File: src/rtl/rtc_sched_pkg.sv
// Shared encodings for the PCF8563 transaction scheduler: master command codes,
// FSM states and the step indices of the poll and set-time sequences.
package rtc_sched_pkg;

    localparam logic [2:0] CMD_START   = 3'd0;
    localparam logic [2:0] CMD_WR      = 3'd1;
    localparam logic [2:0] CMD_RD_ACK  = 3'd2;
    localparam logic [2:0] CMD_RD_NACK = 3'd3;
    localparam logic [2:0] CMD_STOP    = 3'd4;

    localparam logic [7:0] REG_SECONDS = 8'h02;

    typedef enum logic [1:0] {
        ST_IDLE,
        ST_ISSUE,
        ST_WAIT
    } state_t;

    localparam logic [2:0] STEP_DEV_WR  = 3'd1;
    localparam logic [2:0] STEP_REG     = 3'd2;
    localparam logic [2:0] STEP_SET_SEC = 3'd3;
    localparam logic [2:0] STEP_DEV_RD  = 3'd4;
    localparam logic [2:0] STEP_SET_MIN = 3'd4;
    localparam logic [2:0] POLL_RD_ACK  = 3'd5;
    localparam logic [2:0] POLL_RD_NACK = 3'd6;
    localparam logic [2:0] POLL_LAST    = 3'd7;
    localparam logic [2:0] SET_LAST     = 3'd5;

    // The last step of either sequence is STOP, so a NACK abort jumps straight to it.
    function automatic logic [2:0] step_cmd(input logic is_set, input logic [2:0] step);
        logic [2:0] cmd;
        cmd = CMD_WR;
        if (is_set) begin
            if (step == 3'd0)          cmd = CMD_START;
            else if (step == SET_LAST) cmd = CMD_STOP;
        end else begin
            case (step)
                3'd0, 3'd3:   cmd = CMD_START;
                POLL_RD_ACK:  cmd = CMD_RD_ACK;
                POLL_RD_NACK: cmd = CMD_RD_NACK;
                POLL_LAST:    cmd = CMD_STOP;
                default:      cmd = CMD_WR;
            endcase
        end
        return cmd;
    endfunction

endpackage

File: src/rtl/rtc_poll_timer.sv
// Purpose: divides sysclk down to a one-cycle poll tick every CLK_HZ/POLL_HZ cycles.
// Latency: first tick a full period after reset release; no backpressure (free running).
module rtc_poll_timer #(
    parameter int unsigned CLK_HZ  = 50_000_000,
    parameter int unsigned POLL_HZ = 10
) (
    input  logic sysclk,
    input  logic reset,
    output logic tick
);

    localparam int unsigned PERIOD = CLK_HZ / POLL_HZ;
    localparam int unsigned CW     = (PERIOD > 1) ? $clog2(PERIOD) : 1;
    localparam logic [CW-1:0] LAST = CW'(PERIOD - 1);

    logic [CW-1:0] cnt_q, cnt_d;

    always_comb begin
        tick  = (cnt_q == LAST);
        cnt_d = tick ? '0 : cnt_q + CW'(1);
    end

    always_ff @(posedge sysclk) begin
        if (!reset) cnt_q <= '0;
        else        cnt_q <= cnt_d;
    end

endmodule

File: src/rtl/rtc_i2c_scheduler.sv
// Purpose: serialises periodic time reads and set-time writes onto one byte-level I2C master
// (set path only with RTC_SET_EN). Latency: IDLE->m_valid 1 cycle, m_done->next m_valid 1 cycle.
// Backpressure: m_valid/m_cmd/m_wdata held until m_ready; one command outstanding at a time.
module rtc_i2c_scheduler
    import rtc_sched_pkg::*;
#(
    parameter int unsigned CLK_HZ   = 50_000_000,
    parameter int unsigned POLL_HZ  = 10,
    parameter logic [6:0]  DEV_ADDR = 7'h51
) (
    input  logic       sysclk,
    input  logic       reset,
    input  logic       set_req,
    input  logic [7:0] set_min,
    input  logic [7:0] set_sec,
    output logic       set_ack,
    output logic       m_valid,
    output logic [2:0] m_cmd,
    output logic [7:0] m_wdata,
    input  logic       m_ready,
    input  logic       m_done,
    input  logic [7:0] m_rdata,
    input  logic       m_nack,
    output logic [7:0] reg_led_minute,
    output logic [7:0] reg_led_second,
    output logic       time_valid,
    output logic       err,
    output logic       busy
);

    state_t     state_q, state_d;
    logic [2:0] step_q, step_d;
    logic       is_set_q, is_set_d;
    logic       abort_q, abort_d;
    logic       poll_pend_q, poll_pend_d;
    logic [7:0] set_min_q, set_min_d, set_sec_q, set_sec_d;
    logic [7:0] sec_raw_q, sec_raw_d;
    logic [6:0] min_raw_q, min_raw_d;
    logic [6:0] led_sec_q, led_sec_d, led_min_q, led_min_d;
    logic       time_valid_q, time_valid_d;
    logic       err_q, err_d;
    logic       set_ack_q, set_ack_d;

    logic       poll_tick;
    logic       start_set;
    logic [2:0] last_step;
    logic [2:0] cur_cmd;
    logic [7:0] cur_wdata;

    rtc_poll_timer #(
        .CLK_HZ  (CLK_HZ),
        .POLL_HZ (POLL_HZ)
    ) u_timer (
        .sysclk (sysclk),
        .reset  (reset),
        .tick   (poll_tick)
    );

`ifdef RTC_SET_EN
    assign start_set = set_req;
`else
    logic unused_set_in;
    assign start_set     = 1'b0;
    assign unused_set_in = ^{set_req, set_min, set_sec};
`endif

    always_comb begin
        state_d      = state_q;
        step_d       = step_q;
        is_set_d     = is_set_q;
        abort_d      = abort_q;
        poll_pend_d  = poll_pend_q | poll_tick;
        set_min_d    = set_min_q;
        set_sec_d    = set_sec_q;
        sec_raw_d    = sec_raw_q;
        min_raw_d    = min_raw_q;
        led_sec_d    = led_sec_q;
        led_min_d    = led_min_q;
        time_valid_d = time_valid_q;
        err_d        = err_q;
        set_ack_d    = 1'b0;
        m_valid      = 1'b0;
        m_cmd        = CMD_START;
        m_wdata      = 8'h00;

        last_step = is_set_q ? SET_LAST : POLL_LAST;
        cur_cmd   = step_cmd(is_set_q, step_q);
        case (step_q)
            STEP_DEV_WR:  cur_wdata = {DEV_ADDR, 1'b0};
            STEP_REG:     cur_wdata = REG_SECONDS;
            STEP_SET_SEC: cur_wdata = is_set_q ? set_sec_q : 8'h00;
            STEP_DEV_RD:  cur_wdata = is_set_q ? set_min_q : {DEV_ADDR, 1'b1};
            default:      cur_wdata = 8'h00;
        endcase

        unique case (state_q)
            ST_IDLE: begin
                if (start_set) begin
                    state_d   = ST_ISSUE;
                    step_d    = 3'd0;
                    is_set_d  = 1'b1;
                    abort_d   = 1'b0;
                    set_min_d = set_min;
                    set_sec_d = set_sec;
                end else if (poll_pend_q) begin
                    state_d     = ST_ISSUE;
                    step_d      = 3'd0;
                    is_set_d    = 1'b0;
                    abort_d     = 1'b0;
                    poll_pend_d = poll_tick;
                end
            end
            ST_ISSUE: begin
                m_valid = 1'b1;
                m_cmd   = cur_cmd;
                m_wdata = cur_wdata;
                if (m_ready) state_d = ST_WAIT;
            end
            ST_WAIT: begin
                if (m_done) begin
                    if (cur_cmd == CMD_RD_ACK)  sec_raw_d = m_rdata;
                    if (cur_cmd == CMD_RD_NACK) min_raw_d = m_rdata[6:0];
                    if (step_q == last_step) begin
                        state_d   = ST_IDLE;
                        err_d     = abort_q;
                        set_ack_d = is_set_q;
                        // Display only moves on a complete, un-aborted read.
                        if (!is_set_q && !abort_q) begin
                            led_sec_d    = sec_raw_q[6:0];
                            led_min_d    = min_raw_q;
                            time_valid_d = ~sec_raw_q[7];
                        end
                    end else begin
                        state_d = ST_ISSUE;
                        if (cur_cmd == CMD_WR && m_nack) begin
                            step_d  = last_step;
                            abort_d = 1'b1;
                        end else begin
                            step_d = step_q + 3'd1;
                        end
                    end
                end
            end
            default: state_d = ST_IDLE;
        endcase
    end

    always_ff @(posedge sysclk) begin
        if (!reset) begin
            state_q      <= ST_IDLE;
            step_q       <= 3'd0;
            is_set_q     <= 1'b0;
            abort_q      <= 1'b0;
            poll_pend_q  <= 1'b0;
            set_min_q    <= 8'h00;
            set_sec_q    <= 8'h00;
            sec_raw_q    <= 8'h00;
            min_raw_q    <= 7'h00;
            led_sec_q    <= 7'h00;
            led_min_q    <= 7'h00;
            time_valid_q <= 1'b0;
            err_q        <= 1'b0;
            set_ack_q    <= 1'b0;
        end else begin
            state_q      <= state_d;
            step_q       <= step_d;
            is_set_q     <= is_set_d;
            abort_q      <= abort_d;
            poll_pend_q  <= poll_pend_d;
            set_min_q    <= set_min_d;
            set_sec_q    <= set_sec_d;
            sec_raw_q    <= sec_raw_d;
            min_raw_q    <= min_raw_d;
            led_sec_q    <= led_sec_d;
            led_min_q    <= led_min_d;
            time_valid_q <= time_valid_d;
            err_q        <= err_d;
            set_ack_q    <= set_ack_d;
        end
    end

    assign busy           = (state_q != ST_IDLE);
    assign set_ack        = set_ack_q;
    assign reg_led_second = {1'b0, led_sec_q};
    assign reg_led_minute = {1'b0, led_min_q};
    assign time_valid     = time_valid_q;
    assign err            = err_q;

endmodule

File: config.mk
export PLATFORM = sky130hd
export DESIGN_NAME = rtc_i2c_scheduler
export DESIGN_NICKNAME = d
export VERILOG_FILES = /design/src/rtl/rtc_sched_pkg.sv /design/src/rtl/rtc_poll_timer.sv /design/src/rtl/rtc_i2c_scheduler.sv
export SDC_FILE = /design/constraint.sdc
export NUM_CORES = 1
export LEC_CHECK = 0
export CORE_MARGIN = 8
export CORE_UTILIZATION = 40
export DETAILED_ROUTE_END_ITERATION = 8
export PLACE_DENSITY = 0.72
export SETUP_SLACK_MARGIN = 0.5
export SLEW_MARGIN = 20
export SYNTH_ARGS = -nofsm -noshare
export SYNTH_HDL_FRONTEND = slang
export SYNTH_HIERARCHICAL = 1
export SYNTH_SLANG_ARGS = --single-unit
File: constraint.sdc
create_clock -name sysclk -period 1.9 [get_ports sysclk]
set_input_delay 0.19 -clock sysclk [delete_from_list [all_inputs] [get_ports sysclk]]
set_output_delay 0.19 -clock sysclk [all_outputs]
set_load 0.01 [all_outputs]
Yosys cells after proc, flatten, opt, wreduce, memory -nomap -nowiden
Cells that the tools add are included.

Register bits: 61. Bits in latches: 0. RAM bits: 0. Memory bits (read-only): 0. Bits of input ports: 30. Output and inout port bits: 32. Logic and storage cells: 71. Memories: 0.

$add $sub $neg: 2. Multipliers: 0. Divide/modulo/power cells: 0. Order comparisons: 0. Equality and inequality tests: 18. Shifts and indexed selects: 0. Mux-type cells: 22. Bitwise gates (word level): 3. Reductions and logical operators: 15.

Operators by type and width (number): $pmux W8 S3 (1); $add A23 B1 Y23 const B (1); $eq A23 B23 Y1 const B (1); $mux W3 (5); $eq A3 B2 Y1 const B (4); $eq A3 B3 Y1 const B (4); $pmux W3 S4 (1); $reduce_and A3 Y1 (4); $ne A2 B2 Y1 const B (5); $mux W1 (8); $mux W8 (1); $reduce_and A4 Y1 (2); $eq A3 B1 Y1 const B (2); $mux W2 (3); $pmux W2 S3 (1); $pmux W3 S2 (1); $reduce_and A5 Y1 (1); $reduce_bool A2 Y1 (2); $reduce_or A2 Y1 (2); $add A3 B1 Y3 const B (1); $logic_not A3 Y1 (1); $eq A2 B1 Y1 const B (1); $eq A2 B2 Y1 const B (1); $logic_not A2 Y1 (1); other kinds (5) (6).

Longest topological paths before layout
Depth after elaboration: 9. Depth in mapped cells: 8. Mapped depth without buffers: 6.

Hierarchy
The synthesis kept the hierarchy.

By module, submodules not included: rtc_i2c_scheduler (times used 1, cells an instance 203, area an instance 1800.5 µm², seq. area each 760.7 µm²); rtc_poll_timer (times used 1, cells an instance 124, area an instance 1079.8 µm², seq. area each 460.4 µm²).

Least setup slack after synthesis
Ideal clock, no wire load.

Path kind: flip-flop to flip-flop. Start point: register step_q[1]. End point: register led_min_q[0]. Library setup time: 0.116 ns. Arrival: 1.641 ns. Required time: 1.784 ns. Path slack: 0.143 ns. Cell stages (with the launch flop): 9. Path buffers: 2. Clock period less this slack: 1.757 ns. Cell sequence: dfxtp_1 > ha_1 > ha_1 > nand4b_1 > or2_1 > buf_2 > buf_6 > nand2_1 > a21boi_1.

Longest elaborated chain between the ends: 2.

RTL lines: start: declaration (line rtc_i2c_scheduler.sv:32) `logic [2:0] step_q, step_d;`; start signal: assignment (line rtc_i2c_scheduler.sv:166) `step_q <= step_d;`; $eq A3 B3 Y1 (line rtc_i2c_scheduler.sv:123) `if (step_q == last_step) begin`; $reduce_and A4 Y1 (no source line); end signal: assignment (line rtc_i2c_scheduler.sv:175) `led_min_q <= led_min_d;`; end: declaration (line rtc_i2c_scheduler.sv:39) `logic [6:0] led_sec_q, led_sec_d, led_min_q, led_min_d;`.

Every way passes these cells. A chain may end at the register's enable or synchronous reset.

Worst setup path in the final report
Start point: register step_q[0]. End point: output port m_cmd[0].

Longest elaborated chain between the ends: 4. Elaborated cells between the ends (all ways): 8. Classes of those cells: eq/ne: 4; mux: 2; reduce/logical: 2.

RTL lines: $eq A3 B2 Y1 / $logic_not A3 Y1 (equally long branches); $reduce_or A2 Y1 (line rtc_sched_pkg.sv:37) `case (step)`; $pmux W3 S4 (*) (line rtc_sched_pkg.sv:37); $mux W3 (*) (line rtc_i2c_scheduler.sv:96) `unique case (state_q)`; end: declaration (line rtc_i2c_scheduler.sv:18) `output logic [2:0] m_cmd,`.

Every way passes the cells marked *; elsewhere a longest branch is shown, timed or not.

==> metrics.log <==
[metrics] result of the run: completed
[metrics] count of buffers inserted at the top-level ports: 37
[metrics] async set-or-reset flop fraction in the synthesized netlist: 0%
[metrics] worst flop-to-flop path endpoint: led_min_q[0]
[metrics] dominant register cell in the synthesized netlist: sky130_fd_sc_hd__dfxtp_1
[metrics] buffers from clock root to sink, at most: 2
[metrics] final antenna diode count: 0
[metrics] Hold/Removal Path Class: input port to register
[metrics] Avg WL per Cell: 14.5 um
[metrics] final hold violation count: 0
[metrics] number of DRC violations after detailed-routing iteration 0: 145
[metrics] setup skew after layout: ~0.0051 ns
[metrics] clock-pin slew of the registers on the worst-case setup and hold paths: ~0.070 ns
[metrics] Crit Path Class: register to output port
[metrics] Mapped Cells: approximately 330
[metrics] final antenna-violating net count: 0
[metrics] average footprint of a synthesized cell: roughly 8.8 um^2
[metrics] CTS Buf Count: 9
[metrics] pin count of the biggest net entering global routing: 39
[metrics] TritonCTS clock tree: done
[metrics] half-perimeter wire length after placement: approximately 4400 um
[metrics] Root Driver: sky130_fd_sc_hd__clkbuf_8
[metrics] post-synthesis instance area: 0.00288 mm^2
[metrics] detail-routed via count per cell: 5.06
[metrics] count of flip-flops with a built-in enable after synthesis: 0
[metrics] vias after detailed routing: 2,565
[metrics] library cell with the highest instance count after synthesis: sky130_fd_sc_hd__dfxtp_1
[metrics] FF-to-FF setup slack: approximately 0.18 ns
[metrics] DR DRC count: 0
[metrics] Cell Pwr Density: 597 mW/mm^2
[metrics] required time at the worst-slack endpoint: 1.71 ns
[metrics] clock tree sinks: 61
[metrics] count of synthesis-stage warnings from yosys: 6
[metrics] Total Routing Usage GR: 14.6%
[metrics] final net count: 440
[metrics] ratio of final minimum period to clock period: 91.6%
[metrics] critical path launch point: step_q[0]
[metrics] top cell type's share of synthesized area: 42.4%
[metrics] Worst Reg-to-Reg Cells: 10
[metrics] Critical Path, Cell by Cell: ha_4 > ha_4 > nor3_2 > o21a_1 > nor2_1 > nor2_1 > buf_2
[metrics] worst path arrival time: 1.55 ns
[metrics] delay of the slowest cell on the worst path: 0.37 ns
[metrics] smallest setup slack after layout: 0.160 ns
[metrics] clock latency at the later pin of the worst-skew pair: roughly 0.34 ns
[metrics] total overflow reported by the global router: 0
[metrics] Max Freq: 575 MHz
[metrics] Worst Setup EP: m_cmd[0]
[metrics] sum of negative setup slack: 0 ns
[metrics] startpoint of the worst register-to-register path: step_q[0]
[metrics] count of unique library cells instantiated by Yosys: 57
[metrics] I/O Pins: slightly above 60
[metrics] setup slack after placement: approximately 0.043 ns
[metrics] worst-case vdd ir drop: 602 uV
[metrics] initial antenna violation count: 0
[metrics] hold buffers post-CTS: 0
[metrics] via count of the first global-routing pass: between 2,000 and 3,000
[metrics] fraction of final layout cells with drive strength greater than 1: 42.6%
[metrics] total setup violations reported at the end of the flow: 0
[metrics] htree depth: 3
[metrics] total wire length: 7370 um
[metrics] initial core utilization: 40.6%
[metrics] number of core rows: 31
[metrics] final critical delay including setup and external delays: 1.74 ns
[metrics] die footprint: 0.0102 mm^2
[metrics] setup repair after global routing missed its margin: yes
[metrics] synth cell count leaders: 61 x sky130_fd_sc_hd__dfxtp_1, 44 x sky130_fd_sc_hd__nand2_1, 24 x sky130_fd_sc_hd__nor2_1
[metrics] Die Y: slightly above 100 um
[metrics] ranking of synthesized cells by area: sky130_fd_sc_hd__dfxtp_1 42%, sky130_fd_sc_hd__nand2_1 5.7%, sky130_fd_sc_hd__a21boi_1 3.6%
[metrics] static leakage: 1.72 nW
[metrics] cell taking the most area after synthesis: sky130_fd_sc_hd__dfxtp_1
[metrics] fraction of the yosys area taken by sequential cells: a little over two fifths
[metrics] first-pass GRT wire length: 11,900 um
[metrics] Setup crit start kind: register
[metrics] growth of design area from synthesis to finish: 49.4%
[metrics] number of iterations in the first detailed-routing pass: 4
[metrics] gp weighted congestion: 0.815
[metrics] kind of capture point of the worst setup path: output port
[metrics] max-capacitance violation count: 0
[metrics] placeable core area: 0.00710 mm^2
[metrics] Slew Viols, Final: 0
[metrics] count of state elements after synthesis: 61
[metrics] Die Wd: 101 um
[metrics] Slowest cell on crit path: sky130_fd_sc_hd__dfxtp_4
[metrics] critical-path maximum fanout: 4
registers in the layout, indices dropped and copies added (netlist names):
register	count
err	1
poll_pend_q	1
sec_raw_q	8
led_sec_q	7
led_min_q	7
min_raw_q	7
u_timer/cnt_q	23
abort_q	1
step_q	3
time_valid	1
state_q	2
critical path, delay by kind of cell, from the launching register on:
kind            cells  cell delay, ns
fa+ha+maj           2            0.36
compound gates      1            0.12
simple gates        3            0.21
flops               1            0.37
buf+inv             1            0.13
what timing repair did:
| item | 4_1_cts | 5_1_grt |
|---|---|---|
| setup endpoints to repair | 83 | 69 |
| cloned | 4 | 0 |
| pin swaps | 31 | 37 |
| resized for setup | 95 | 51 |
| buffers inserted | 23 | 6 |
power by group:
part / total (W) / switching (W) / internal [W]
clock: 0.00117 / 0.000535 / 0.000636
sequential: 0.00128 / 0.00000849 / 0.00127
combinational: 0.000120 / 0.0000580 / 0.0000621
total: 0.00257 / 0.000601 / 0.00197
layer usage:
layer  up-vias  share of wire, %  global-route usage (%)
li1       1275                 -                       -
met1      1215                40                    15.8
met2        64                52                    25.1
met3        11               6.5                    4.83
met4         0               1.2                    6.51
met5         -                 0                       0
cell type report:
type,instances,area (um^2)
clock buffers,11,174
clock inverters,5,36.3
fillers,602,2790
inverters,9,36.3
multi-input cells,240,1880
flip-flops and latches,61,1280
well taps,99,124
repair buffers,82,771
cells by family (layout without fill, tap and decap cells):
| group | Yosys count | after routing | share of synthesized area, % |
|---|---|---|---|
| simple gates | 145 | 146 | 27.8 |
| flops | 61 | 61 | 42.4 |
| compound gates | 59 | 59 | 13.4 |
| buf+inv | 33 | 107 | 6.52 |
| xor+xnor | 12 | 12 | 3.65 |
| mux | 9 | 9 | 3.13 |
| fa+ha+maj | 7 | 7 | 3.04 |
| other cells | 1 | 7 | 0.130 |
cells in the final DEF, fill, tap and decap left out, types with 10 or more instances in the layout:
| cell type | netlist | routed |
|---|---|---|
| sky130_fd_sc_hd__a21boi_1 | 14 | 11 |
| sky130_fd_sc_hd__buf_4 | 10 | 30 |
| sky130_fd_sc_hd__buf_6 | 2 | 10 |
| sky130_fd_sc_hd__clkdlybuf4s50_1 | 0 | 12 |
| sky130_fd_sc_hd__dfxtp_1 | 61 | 39 |
| sky130_fd_sc_hd__dfxtp_4 | 0 | 13 |
| sky130_fd_sc_hd__dlygate4sd2_1 | 0 | 20 |
| sky130_fd_sc_hd__nand2_1 | 44 | 19 |
| sky130_fd_sc_hd__nand2_2 | 1 | 17 |
| sky130_fd_sc_hd__nand3_1 | 17 | 14 |
| sky130_fd_sc_hd__nor2_1 | 24 | 14 |
| sky130_fd_sc_hd__nor2b_1 | 11 | 11 |
worst min-delay path by stage:
stage | from | endpoint | cells past startpoint
after floorplan | m_rdata[4] | min_raw_q[4] | 2
after global placement | led_sec_q[0] | led_sec_q[0] | 2
after detailed placement | led_sec_q[6] | led_sec_q[6] | 2
after CTS | m_rdata[2] | min_raw_q[2] | 3
after global routing | m_rdata[6] | min_raw_q[6] | 3
final | m_rdata[2] | min_raw_q[2] | 3
stage by stage:
step | total power (W) | hold WS, ns | cell area [um^2] | std cells | utilization [%]
4_1_cts | 0.00260 | 0.418 | 4100 | 501 | 57.8
5_1_grt | 0.00267 | 0.441 | 4300 | 507 | 60.6
3_5_place_dp | 0.00141 | 0.444 | 3510 | 458 | 49.4
3_3_place_gp | 0.00141 | 0.436 | 3510 | 458 | 49.4
6_report | 0.00257 | 0.433 | 4300 | 507 | 60.6
2_1_floorplan | 0.00138 | 0.323 | 3080 | 333 | -
(Power assumes the default switching activity.)
